## src/rtl/jt51_opmix_pkg.sv

```systemverilog
`default_nettype none
// ============================================================================
// Module   : jt51_opmix_pkg
// Purpose  : Shared widths, operator-role encoding and arithmetic helpers for
//            the jt51 operator output mixer.
// Revision : 1.0 - initial release
// ============================================================================
package jt51_opmix_pkg;

    localparam int W_IN  = 14;          // operator sample width (signed)
    localparam int W_OUT = 16;          // output sample width (signed)
    localparam int CH    = 8;           // channels per frame
    localparam int W_CH  = W_IN + 2;    // channel accumulator: up to 4 operators
    localparam int W_FR  = W_IN + 5;    // frame accumulator: up to 8 channel sums

    typedef enum logic [1:0] {
        ROLE_M1 = 2'd0,
        ROLE_M2 = 2'd1,
        ROLE_C1 = 2'd2,
        ROLE_C2 = 2'd3
    } op_role_t;

    // True when the operator in this role is a carrier for the given algorithm.
    function automatic logic is_carrier(input logic [2:0] con, input op_role_t role);
        logic r;
        case (role)
            ROLE_C2: r = 1'b1;
            ROLE_C1: r = (con >= 3'd4);
            ROLE_M2: r = (con >= 3'd5);
            default: r = (con == 3'd7);
        endcase
        return r;
    endfunction

    // Clamp a frame total to the signed output range.
    function automatic logic signed [W_OUT-1:0] sat16(input logic signed [W_FR-1:0] v);
        localparam logic signed [W_FR-1:0] SAT_HI = W_FR'(2**(W_OUT-1) - 1);
        localparam logic signed [W_FR-1:0] SAT_LO = ~SAT_HI;
        logic signed [W_OUT-1:0] r;
        if (v > SAT_HI)
            r = {1'b0, {(W_OUT-1){1'b1}}};
        else if (v < SAT_LO)
            r = {1'b1, {(W_OUT-1){1'b0}}};
        else
            r = v[W_OUT-1:0];
        return r;
    endfunction

endpackage
`default_nettype wire

```

## src/rtl/jt51_opmix_if.sv

```systemverilog
`default_nettype none
// ============================================================================
// Module   : jt51_opmix_if
// Purpose  : Operator stream in / stereo sample out bundle of the mixer.
//            master = operator pipeline side, slave = mixer side.
// Revision : 1.0 - initial release
// ============================================================================
interface jt51_opmix_if;
    import jt51_opmix_pkg::*;

    logic                     cen;
    logic                     zero;
    logic signed [W_IN-1:0]   op_in;
    logic                     m1;
    logic                     m2;
    logic                     c1;
    logic                     c2;
    logic [2:0]               con;
    logic [1:0]               rl;
    logic signed [W_OUT-1:0]  left;
    logic signed [W_OUT-1:0]  right;
    logic                     sample_valid;
    logic                     dac_sd;
    logic                     dac_ws;

    modport master (
        output cen, zero, op_in, m1, m2, c1, c2, con, rl,
        input  left, right, sample_valid, dac_sd, dac_ws
    );

    modport slave (
        input  cen, zero, op_in, m1, m2, c1, c2, con, rl,
        output left, right, sample_valid, dac_sd, dac_ws
    );

endinterface
`default_nettype wire

```

## src/rtl/jt51_opmix_ser.sv

```systemverilog
`default_nettype none
// ============================================================================
// Module   : jt51_opmix_ser
// Purpose  : MSB-first serializer of the latched {left,right} stereo word;
//            one bit per slot enable, word select low during the left half.
// Revision : 1.0 - initial release
// ============================================================================
module jt51_opmix_ser
    import jt51_opmix_pkg::*;
(
    input  wire logic                 clk,
    input  wire logic                 rst_n,
    input  wire logic                 cen_i,
    input  wire logic                 load_i,
    input  wire logic [2*W_OUT-1:0]   word_i,
    output logic                      sd_o,
    output logic                      ws_o
);

    logic [2*W_OUT-1:0] sh_q,      sh_d;
    logic [5:0]         cnt_q,     cnt_d;      // bits still to present
    logic               started_q, started_d;  // keeps ws low until the first word

    // Next state: a load restarts the word, otherwise shift while bits remain.
    always_comb begin
        sh_d      = sh_q;
        cnt_d     = cnt_q;
        started_d = started_q;
        if (load_i) begin
            sh_d      = word_i;
            cnt_d     = 6'(2*W_OUT);
            started_d = 1'b1;
        end else if (cen_i && (cnt_q != 6'd0)) begin
            sh_d  = {sh_q[2*W_OUT-2:0], 1'b0};
            cnt_d = cnt_q - 6'd1;
        end
    end

    // Serializer state registers.
    always_ff @(posedge clk or negedge rst_n) begin
        if (!rst_n) begin
            sh_q      <= '0;
            cnt_q     <= '0;
            started_q <= 1'b0;
        end else begin
            sh_q      <= sh_d;
            cnt_q     <= cnt_d;
            started_q <= started_d;
        end
    end

    assign sd_o = (cnt_q != 6'd0) ? sh_q[2*W_OUT-1] : 1'b0;
    assign ws_o = started_q && (cnt_q <= 6'(W_OUT));

endmodule
`default_nettype wire

```

## src/rtl/jt51_sh.sv

```systemverilog
`default_nettype none
// ============================================================================
// Module   : jt51_sh
// Purpose  : Clock-enabled shift register of STAGES words of WIDTH bits; used
//            as the per-channel accumulator ring of the mixer.
// Revision : 1.0 - initial release
// ============================================================================
module jt51_sh #(
    parameter int WIDTH  = 16,
    parameter int STAGES = 8
) (
    input  wire logic             clk,
    input  wire logic             rst_n,
    input  wire logic             cen_i,
    input  wire logic [WIDTH-1:0] din_i,
    output logic      [WIDTH-1:0] drop_o
);

    logic [WIDTH-1:0] stage_q [STAGES];

    // First stage captures the incoming word on every enabled slot.
    always_ff @(posedge clk or negedge rst_n) begin
        if (!rst_n)
            stage_q[0] <= '0;
        else if (cen_i)
            stage_q[0] <= din_i;
    end

    for (genvar i = 1; i < STAGES; i++) begin : g_stage
        // Each later stage takes its predecessor's word on every enabled slot.
        always_ff @(posedge clk or negedge rst_n) begin
            if (!rst_n)
                stage_q[i] <= '0;
            else if (cen_i)
                stage_q[i] <= stage_q[i-1];
        end
    end

    assign drop_o = stage_q[STAGES-1];

endmodule
`default_nettype wire

```

## src/rtl/jt51_opmix.sv

```systemverilog
`default_nettype none
// ============================================================================
// Module   : jt51_opmix
// Purpose  : Sums carrier operators per channel over a 32-slot frame, routes
//            channel sums to L/R and latches saturated stereo totals once per
//            frame. Optional serial DAC output when JT51_OPMIX_SER_EN is defined.
// Revision : 1.0 - initial release
// ============================================================================
module jt51_opmix
    import jt51_opmix_pkg::*;
(
    input  wire logic   clk,
    input  wire logic   rst_n,
    jt51_opmix_if.slave opm
);

    logic                    w_onehot;
    op_role_t                w_role;
    logic signed [W_CH-1:0]  w_contrib;
    logic signed [W_CH-1:0]  w_ring_q;
    logic signed [W_CH-1:0]  w_ring_d;
    logic signed [W_CH-1:0]  w_chsum;
    logic signed [W_FR-1:0]  w_add_l;
    logic signed [W_FR-1:0]  w_add_r;

    logic signed [W_FR-1:0]  facc_l_q, facc_l_d;
    logic signed [W_FR-1:0]  facc_r_q, facc_r_d;
    logic signed [W_OUT-1:0] left_q,   left_d;
    logic signed [W_OUT-1:0] right_q,  right_d;
    logic                    frame_seen_q, frame_seen_d;
    logic                    sample_valid_q, sample_valid_d;

    assign w_onehot = $onehot({opm.c2, opm.c1, opm.m2, opm.m1});

    // Decode the role flags; only meaningful when exactly one flag is set.
    always_comb begin
        w_role = ROLE_C2;
        if (opm.m1)
            w_role = ROLE_M1;
        else if (opm.m2)
            w_role = ROLE_M2;
        else if (opm.c1)
            w_role = ROLE_C1;
    end

    // Contribution, channel running sum and ring write-back for this slot.
    always_comb begin
        w_contrib = '0;
        if (w_onehot && is_carrier(opm.con, w_role))
            w_contrib = W_CH'(opm.op_in);
        w_chsum  = w_ring_q + w_contrib;
        // M1 opens the channel's sum; everything else (including no-op flag
        // combinations, whose contribution is 0) carries the sum forward.
        w_ring_d = (w_onehot && opm.m1) ? w_contrib : w_chsum;
        w_add_l  = '0;
        w_add_r  = '0;
        if (w_onehot && opm.c2) begin
            if (opm.rl[0]) w_add_l = W_FR'(w_chsum);
            if (opm.rl[1]) w_add_r = W_FR'(w_chsum);
        end
    end

    // CH-deep ring: a channel's partial sum re-emerges exactly one role later.
    jt51_sh #(
        .WIDTH  (W_CH),
        .STAGES (CH)
    ) u_ring (
        .clk    (clk),
        .rst_n  (rst_n),
        .cen_i  (opm.cen),
        .din_i  (w_ring_d),
        .drop_o (w_ring_q)
    );

    // Frame accumulation and once-per-frame latch of the saturated totals.
    always_comb begin
        facc_l_d       = facc_l_q;
        facc_r_d       = facc_r_q;
        left_d         = left_q;
        right_d        = right_q;
        frame_seen_d   = frame_seen_q;
        sample_valid_d = 1'b0;
        if (opm.cen) begin
            if (opm.zero) begin
                // New frame starts with this slot's contribution, even an
                // out-of-order C2 arriving together with zero.
                facc_l_d     = w_add_l;
                facc_r_d     = w_add_r;
                frame_seen_d = 1'b1;
                // The partial frame before the first zero is not a real frame.
                if (frame_seen_q) begin
                    left_d         = sat16(facc_l_q);
                    right_d        = sat16(facc_r_q);
                    sample_valid_d = 1'b1;
                end
            end else begin
                facc_l_d = facc_l_q + w_add_l;
                facc_r_d = facc_r_q + w_add_r;
            end
        end
    end

    // Mixer state registers.
    always_ff @(posedge clk or negedge rst_n) begin
        if (!rst_n) begin
            facc_l_q       <= '0;
            facc_r_q       <= '0;
            left_q         <= '0;
            right_q        <= '0;
            frame_seen_q   <= 1'b0;
            sample_valid_q <= 1'b0;
        end else begin
            facc_l_q       <= facc_l_d;
            facc_r_q       <= facc_r_d;
            left_q         <= left_d;
            right_q        <= right_d;
            frame_seen_q   <= frame_seen_d;
            sample_valid_q <= sample_valid_d;
        end
    end

    assign opm.left         = left_q;
    assign opm.right        = right_q;
    assign opm.sample_valid = sample_valid_q;

`ifdef JT51_OPMIX_SER_EN
    jt51_opmix_ser u_ser (
        .clk    (clk),
        .rst_n  (rst_n),
        .cen_i  (opm.cen),
        .load_i (sample_valid_d),
        .word_i ({left_d, right_d}),
        .sd_o   (opm.dac_sd),
        .ws_o   (opm.dac_ws)
    );
`else
    assign opm.dac_sd = 1'b0;
    assign opm.dac_ws = 1'b0;
`endif

endmodule
`default_nettype wire
```

## src/flat_wrapper.sv

```systemverilog
// flat-port wrapper written by rule: the top's interface ports become plain ports
module jt51_opmix_flat import jt51_opmix_pkg::*;
  (clk, rst_n, opm_cen, opm_zero, opm_op_in, opm_m1, opm_m2, opm_c1, opm_c2, opm_con, opm_rl, opm_left, opm_right, opm_sample_valid, opm_dac_sd, opm_dac_ws);
  jt51_opmix_if opm_i ();
  input  wire logic clk;
  input  wire logic rst_n;
  input wire logic [$bits(opm_i.cen)-1:0] opm_cen;
  input wire logic [$bits(opm_i.zero)-1:0] opm_zero;
  input wire logic [$bits(opm_i.op_in)-1:0] opm_op_in;
  input wire logic [$bits(opm_i.m1)-1:0] opm_m1;
  input wire logic [$bits(opm_i.m2)-1:0] opm_m2;
  input wire logic [$bits(opm_i.c1)-1:0] opm_c1;
  input wire logic [$bits(opm_i.c2)-1:0] opm_c2;
  input wire logic [$bits(opm_i.con)-1:0] opm_con;
  input wire logic [$bits(opm_i.rl)-1:0] opm_rl;
  output wire logic [$bits(opm_i.left)-1:0] opm_left;
  output wire logic [$bits(opm_i.right)-1:0] opm_right;
  output wire logic [$bits(opm_i.sample_valid)-1:0] opm_sample_valid;
  output wire logic [$bits(opm_i.dac_sd)-1:0] opm_dac_sd;
  output wire logic [$bits(opm_i.dac_ws)-1:0] opm_dac_ws;
  assign opm_i.cen = opm_cen;
  assign opm_i.zero = opm_zero;
  assign opm_i.op_in = opm_op_in;
  assign opm_i.m1 = opm_m1;
  assign opm_i.m2 = opm_m2;
  assign opm_i.c1 = opm_c1;
  assign opm_i.c2 = opm_c2;
  assign opm_i.con = opm_con;
  assign opm_i.rl = opm_rl;
  assign opm_left = opm_i.left;
  assign opm_right = opm_i.right;
  assign opm_sample_valid = opm_i.sample_valid;
  assign opm_dac_sd = opm_i.dac_sd;
  assign opm_dac_ws = opm_i.dac_ws;
  jt51_opmix u_core (.clk(clk), .rst_n(rst_n), .opm(opm_i));
endmodule
```

## config.mk

```make
export PLATFORM = sky130hd
export DESIGN_NAME = jt51_opmix_flat
export DESIGN_NICKNAME = d
export VERILOG_FILES = /design/src/rtl/jt51_opmix_pkg.sv /design/src/rtl/jt51_opmix_if.sv /design/src/rtl/jt51_opmix_ser.sv /design/src/rtl/jt51_sh.sv /design/src/rtl/jt51_opmix.sv /design/src/flat_wrapper.sv
export SDC_FILE = /design/constraint.sdc
export NUM_CORES = 1
export LEC_CHECK = 0
export CAP_MARGIN = 40
export CORE_UTILIZATION = 40
export CTS_BUF_LIST = sky130_fd_sc_hd__clkbuf_16
export CTS_CLUSTER_DIAMETER = 120
export DETAILED_ROUTE_END_ITERATION = 8
export RECOVER_POWER = 100
export SYNTH_ARGS = -nofsm -noshare
export SYNTH_HDL_FRONTEND = slang
export SYNTH_HIERARCHICAL = 1
export SYNTH_SLANG_ARGS = --single-unit
```

## constraint.sdc

```tcl
create_clock -name clk -period 4.8 [get_ports clk]
set_clock_uncertainty 0.2 [all_clocks]
set_input_delay 1.2 -clock clk [delete_from_list [all_inputs] [get_ports clk]]
set_output_delay 1.2 -clock clk [all_outputs]
set_load 0.005 [all_outputs]
```

==> results.md, run 1 <==
- Clock sinks: 200
- Synth Instances: 1027
- Drt total wl: roughly 27000 um
- Finished Cell Area: approximately 0.015 sq mm
- Area leader, netlist: dfrtp_1
- Most common cell after layout, fill and taps aside: dfrtp_1
- EDFF count, synth: 0
- Max Buffers Root-to-Sink: 2
- Die Ht: ~170 um
- Placed Cells: between 1500 and 2000
- Global Route met2 Usage: 0.337
- Drt drc: 0
- Slew @ Worst Pin: around 2.5 ns
- Final Slew Violations: between 40 and 50
- Total Negative Setup Slacks: -32.80 ns
- Status: complete, but fails checks
- Initial antenna violation count: 0
- #FFs+latches synth: 200
- Vias per cell: ~5.2
- Peak VDD IR: 0.227 mV
- Die area: around 0.028 sq mm
- Syn avg cell area: between 10 and 15 sq um
- CTS tree: built
- Final hold viol count: 0
- CTS H-Tree Depth: 4
- I/O pin total: 62
- Drt first pass iters: 4
- CP required: around 5 ns
- Initial Util: 0.406
- Final non-filler cell total: between 1500 and 2000
- GRT Util Overall: 0.198
- Clock-pin slew on the worst setup and hold paths: approximately 0.08 ns
- Via count: around 8600
- GRT met1 Usage: 0.257
- Setup crit start kind: primary input
- Synthesis-to-finish area growth: 39.6%
- Highest-count cells in the layout ignoring fill and taps: dfrtp_1, buf_4, mux2_2
- Fmax: between 150 and 200 MHz
- Drt initial violations: about 480
- Max incr delay on CP: roughly 0.54 ns
- Final ANT Viol Nets: 0
- Final net count: around 1400
- Max Cap Viol: 2
- Synth top area cells: dfrtp_1, mux2_2, ha_1
- Busiest layer in global routing: met2
- Post-synth top area share: 0.458
- Post-synthesis sequential area ratio: 0.458
- Post-DP HPWL: ~18000 um
- Core ar.: 0.0269 sq mm
- Largest net degree at the start of global routing: 184
- Hold_buf cts: 0
- Global route total overflow: 0
- Slowest CP cell: fa_1
- Final period util: 1.35
- Synth Cell Area: 0.0109 sq mm
- Antenna Cells: 0
- Worst Hold Class: register to register
- First-pass GRT wire length: between 40000 and 50000 um
- Endpoints failing setup: 37
- Layout cell share with drive strength beyond 1: 0.443
- Final worst setup slack: -1.66 ns
- Syn. warnings: 6
- Unrepaired setup endpoints after global routing: true
- Worst EP arrival: ~6.6 ns
- Final min period: roughly 6.5 ns
- Netlist cell types: between 70 and 80
- Async SR Flop Fraction: 1.00
- Root Driver: clkbuf_16
- Leakage: roughly 7.1 nW
- Vias in the first global route: around 8500
- Clock Latency Late Sink: about 0.45 ns
- Main flop type after synthesis: dfrtp_1
- Worst setup EP type: register
- Placed Area: approximately 0.013 sq mm
- Most used cell, CP: ha_4
- CP max FO: 5
- Failing checks: capacitance limit, slew limit, setup timing
- Cell Pwr Density: 404 mW/mm^2
- CTS buffer count: 17
- Wire per inst: approximately 17 um
- # rows: 60
- FILL cells: 2249
- Relative slew slack: -0.668
- GPL Wtd Cong: between 0.8 and 0.9
- DIE WIDTH: around 170 um
- Worst Setup Path Type: primary input to register
- Met3 GRT Util: 0.0314
- Input/output buffers: about 60
## metrics by stage
stage | total power (W) | util | hold slack, ns | setup slack, ns
2_1_floorplan | 0.00356 | - | 0.228 | -2.07
3_3_place_gp | 0.00427 | 0.494 | 0.242 | -2.66
3_5_place_dp | 0.00432 | 0.495 | 0.249 | -2.69
4_1_cts | 0.00612 | 0.556 | 0.266 | -1.58
5_1_grt | 0.00651 | 0.567 | 0.287 | -1.88
6_report | 0.00616 | 0.567 | 0.262 | -1.66
## per-layer routing
| layer | part of all wire | vias up |
|---|---|---|
| met5 | 0 | - |
| met4 | 0.024 | 0 |
| met3 | 0.024 | 42 |
| met2 | 0.50 | 110 |
| met1 | 0.45 | 4252 |
| li1 | - | 4148 |
## worst paths after layout
| kind | start | to | slack, ns | depth (start not counted) |
|---|---|---|---|---|
| max reg2reg | u_core/u_ring/drop_o[0] | u_core/facc_l_q[18] | 0.35 | 19 |
| min in group asynchronous | rst_n | u_core/opm.right[11] | 1.32 | 1 |
| min reg2reg | u_core/opm.left[0] | u_core/opm.left[0] | 0.26 | 2 |
| min | u_core/opm.left[0] | u_core/opm.left[0] | 0.26 | 2 |
| max in group asynchronous | rst_n | u_core/u_ring/stage_q[25] | 0.72 | 2 |
| max | opm_m1 | u_core/facc_l_q[18] | -1.66 | 29 |
## timing repair
item / CTS / global route
resized for setup: 154 / 53
gates cloned: 1 / 0
pin swaps: 96 / 65
setup buffers: 71 / 19
endpoints found under the setup margin: 48 / 41
## flip-flops by register name, summed over array words and instances, names as in the netlist
register,count
u_core/u_ring/stage_q,112
u_core/facc_l_q,19
u_core/frame_seen_q,1
u_core/facc_r_q,19
u_core/opm.sample_valid,1
u_core/opm.right,16
u_core/opm.left,16
u_core/u_ring/drop_o,16
## Yosys cell counts, types with 3 or more instances
master     number
clkbuf_1       25
o2bb2ai_1      13
a22o_1          3
mux2i_1         3
mux2_2        131
a31oi_1         8
o31ai_1         3
o221ai_1        4
o211ai_1        4
and2_1         19
xor2_1         16
inv_1          28
o31a_1          3
a21oi_1        76
buf_4          19
o21bai_1        6
dfrtp_1       200
or3_1           3
nand3_1        12
o21ai_0        60
a211oi_1        7
nor2b_1         6
ha_1           54
o21a_1          8
a31o_2          5
buf_6           6
nor2_1         99
nor3_1         13
a21o_1         13
o2111ai_1       3
fa_1            4
and3_1          4
clkbuf_8       10
nand2_1        91
xnor2_1        23
## worst max-delay path: cells and delay by family
| kind | cells | cell delay [ns] |
|---|---|---|
| adders and majority gates | 6 | 1.82 |
| and+or+nand+nor | 6 | 1.11 |
| AOI/OAI and AO/OA | 13 | 2.04 |
| buffers and inverters | 3 | 0.15 |
| xor gates and xnor gates | 1 | 0.21 |
## area by class of cell
| cell class | count | area [sq um] | share of cell area |
|---|---|---|---|
| tap | 341 | 427 | 0.0280 |
| sequential | 200 | 5000 | 0.328 |
| timing repair buffer | 299 | 2550 | 0.167 |
| clock inverter | 15 | 188 | 0.0123 |
| multi-input combinational | 738 | 6540 | 0.429 |
| clock buffer | 17 | 425 | 0.0279 |
| inverter | 29 | 114 | 0.00747 |
## cells by family (layout without fill, tap and decap cells)
group                    after synthesis  count (layout)  share of synthesized area
AND/OR/NAND/NOR                      265             265                      0.108
adder cells (fa/ha/maj)               59              59                     0.0701
buffers and inverters                 90             360                     0.0507
multiplexers                         134             134                      0.138
XOR/XNOR                              40              40                     0.0328
other                                  1               2                   0.000343
AO/OA/AOI/OAI                        238             238                      0.142
flip-flops                           200             200                      0.458
## power breakdown
| part | internal (W) | leakage (nW) | switching [W] |
|---|---|---|---|
| combinational | 0.00121 | 4.26 | 0.000944 |
| sequential | 0.00219 | 2.57 | 0.000295 |
| clock | 0.000761 | 0.304 | 0.000759 |
| total | 0.00416 | 7.14 | 0.00200 |
No activity file was read; power rests on OpenSTA's default activity.
==> inputs of run 2 (changes only) <==
--- a/config.mk
+++ b/config.mk
@@ -10,6 +10,7 @@
 export CTS_BUF_LIST = sky130_fd_sc_hd__clkbuf_16
 export CTS_CLUSTER_DIAMETER = 120
 export DETAILED_ROUTE_END_ITERATION = 8
+export GPL_TIMING_DRIVEN = 0
 export RECOVER_POWER = 100
 export SYNTH_ARGS = -nofsm -noshare
 export SYNTH_HDL_FRONTEND = slang
==> run 2 against run 1 <==
The flow finishes with violations (DRC, capacitance limit, slew limit, setup timing). Die area is the same. Global-route usage grew 0.52 points. Core utilization down 4.0 points. First-iteration DRC count fell by 5.3%. Setup slack got worse by 0.20 ns. Sequential share of layout area rose by 2.5 points. Register-to-register slack got worse by 0.26 ns. Count of clock-buffer cells in the layout unchanged. Via count shrank 3.7%. Critical endpoint is now u_core/facc_r_q[18].
==> results.md, run 2 (synthesized netlist as in run 1, its figures left out) <==
- Slew @ Worst Pin: 1.99 ns
- Max Cap Viol: 2
- Wire per inst: 18.2 um
- Finished Cell Area: ~0.014 sq mm
- Gate power share: 0.330
- I/O pin total: 62
- Max Buffers Root-to-Sink: 2
- Drt drc: 1
- Die area: about 0.028 sq mm
- Die Ht: 167 um
- Leakage: about 6.4 nW
- Reg-to-reg critical path startpoint: u_core/u_ring/drop_o[0]
- Clock-pin slew on the worst setup and hold paths: about 0.09 ns
- Hold Path Depth: 2
- DIE WIDTH: around 170 um
- Final min period: between 6 and 7 ns
- Clock sinks: 200
- Clk network pwr share: 0.262
- Drt first pass iters: 7
- Worst Setup Path Type: primary input to register
- CP required: 4.93 ns
- Pwr Total: just over 0.006 W
- Final ANT Viol Nets: 0
- Largest net degree at the start of global routing: 125
- Worst r2r dst: u_core/facc_r_q[18]
- Final period util: 1.39
- Net Sw Power: slightly above 0.002 W
- Sequential Power Share: 0.408
- Input/output buffers: 56
- Worst EP arrival: approximately 6.8 ns
- Placed Area: roughly 0.012 sq mm
- Synthesis-to-finish area growth: 29.8%
- Highest-count cells in the layout ignoring fill and taps: dfrtp_1, mux2_2, nor2_1, nand2_1, buf_4
- Worst setup EP type: register
- Endpoints failing setup: 39
- Unrepaired setup endpoints after global routing: true
- Worst R2R Setup Slack: 0.09 ns
- Worst Hold Class: register to register
- R2R depth: 19
- CTS H-Tree Depth: 4
- Failing checks: DRC, capacitance limit, slew limit, setup timing
- Core ar.: between 0.02 and 0.03 sq mm
- Initial Util: 0.406
- Global route total overflow: 0
- FILL cells: around 2400
- Hold endpoint: u_core/opm.right[11]
- Setup crit start kind: primary input
- CTS buffer count: 17
- GRT met1 Usage: 0.268
- Status: complete, but fails checks
- Vias in the first global route: 8224
- Busiest layer in global routing: met2
- Via count: 8236
- Most common cell after layout, fill and taps aside: dfrtp_1
- Largest regs: u_core/u_ring/stage_q x112, u_core/facc_l_q x19, u_core/facc_r_q x19
- Clock Latency Late Sink: roughly 0.45 ns
- Antenna Cells: 0
- Drt initial violations: between 400 and 500
- HP Start: u_core/opm.right[11]
- Peak VDD IR: a little over 0.2 mV
- Met3 GRT Util: 0.0340
- Layout cell share with drive strength beyond 1: 0.358
- Sw Share: 0.333
- Final worst setup slack: -1.87 ns
- Hold_buf cts: 0
- Vias per cell: 5.37
- Global Route met2 Usage: 0.344
- Final Slew Violations: 203
- Final net count: roughly 1300
- Cell Int Power: just over 0.004 W
- Relative slew slack: -0.329
- Initial antenna violation count: 0
- Post-DP HPWL: around 19000 um
- CP max FO: 6
- Root Driver: clkbuf_16
- CTS tree: built
- GPL Wtd Cong: around 0.9
- # rows: 60
- GRT Util Overall: 0.204
- Drt total wl: between 20000 and 30000 um
- Fmax: 150 MHz
- First-pass GRT wire length: between 40000 and 50000 um
- Cell Pwr Density: ~430 mW/mm^2
- Biggest register: u_core/u_ring/stage_q
- Max reg flops: about 110
- Final hold viol count: 0
## run 2: changes by cell type in the layout (fill, tap and decap cells not counted), sizes merged
cell and delta:
buf -143, clkbuf +37, clkinv +1, inv -1
## run 2: per-layer routing
metal | up-vias | part of all wire
met5 | - | 0
met1 | 4109 | 0.45
li1 | 3936 | -
met4 | 0 | 0.024
met2 | 154 | 0.50
met3 | 37 | 0.033
## run 2: critical path: stages
cell       delay (ns)
buf_6            0.07
inv_4            0.03
fa_1             0.54
inv_2            0.05
ha_4             0.15
ha_4             0.27
nor3b_4          0.05
o211a_1          0.13
a31o_4           0.24
and2_4           0.18
ha_4             0.16
fa_2             0.41
a21oi_4          0.22
o21ai_4          0.09
a21oi_4          0.18
buf_4            0.13
buf_6            0.10
xnor2_4          0.15
nor2_2           0.08
ha_2             0.19
or3_4            0.36
o311a_4          0.34
o41ai_4          0.39
o31ai_4          0.12
a221o_1          0.38
and3_4           0.21
o31ai_4          0.24
o2111ai_2        0.13
## run 2: worst max path at each step
stage	startpoint	endpoint	slack (ns)	depth (start not counted)
2_1_floorplan	opm_m1	u_core/facc_l_q[18]	-2.07	29
3_3_place_gp	rst_n	u_core/u_ring/stage_q[70]	-6.20	1
3_5_place_dp	opm_c2	u_core/facc_l_q[18]	-3.32	29
4_1_cts	opm_m1	u_core/facc_l_q[18]	-1.91	29
5_1_grt	opm_m2	u_core/facc_r_q[18]	-1.99	28
6_report	opm_m2	u_core/facc_r_q[18]	-1.87	28
## run 2: power by group through the flow
stage                     Clock [W]  Combinational, W  Sequential (W)
final                       0.00159           0.00200         0.00248
after global routing        0.00169           0.00216         0.00255
after CTS                   0.00162           0.00191         0.00248
after detailed placement          0           0.00161         0.00251
after global placement            0           0.00157         0.00249
after floorplan                   0           0.00116         0.00240
## run 2: final cells by class
type                       instances  area (sq um)  share of cell area
buffer                            61           363              0.0256
clock buffer                      17           425              0.0300
clock inverter                    15           223              0.0157
inverter                          29           119             0.00838
multi-input combinational        738          6430               0.453
sequential                       200          5000               0.353
tap                              341           427              0.0301
timing repair buffer             132          1190              0.0838
## run 2: repair_timing
item	CTS	global route
pin swaps	45	60
resized for setup	97	55
setup endpoints to repair	48	41
cloned	1	0
buffers inserted	46	30
## run 2: stage by stage
stage               TNS [ns]  instances  utilization  hold slack (ns)  setup slack [ns]
floorplan             -37.65       1028            -            0.228             -2.07
CTS                   -32.53       1506        0.515            0.264             -1.91
global placement    -1319.58       1425        0.458            0.238             -6.20
global route          -53.29       1533        0.528            0.274             -1.99
detailed placement    -88.57       1427        0.459            0.245             -3.32
finish                -39.32       1533        0.528            0.262             -1.87
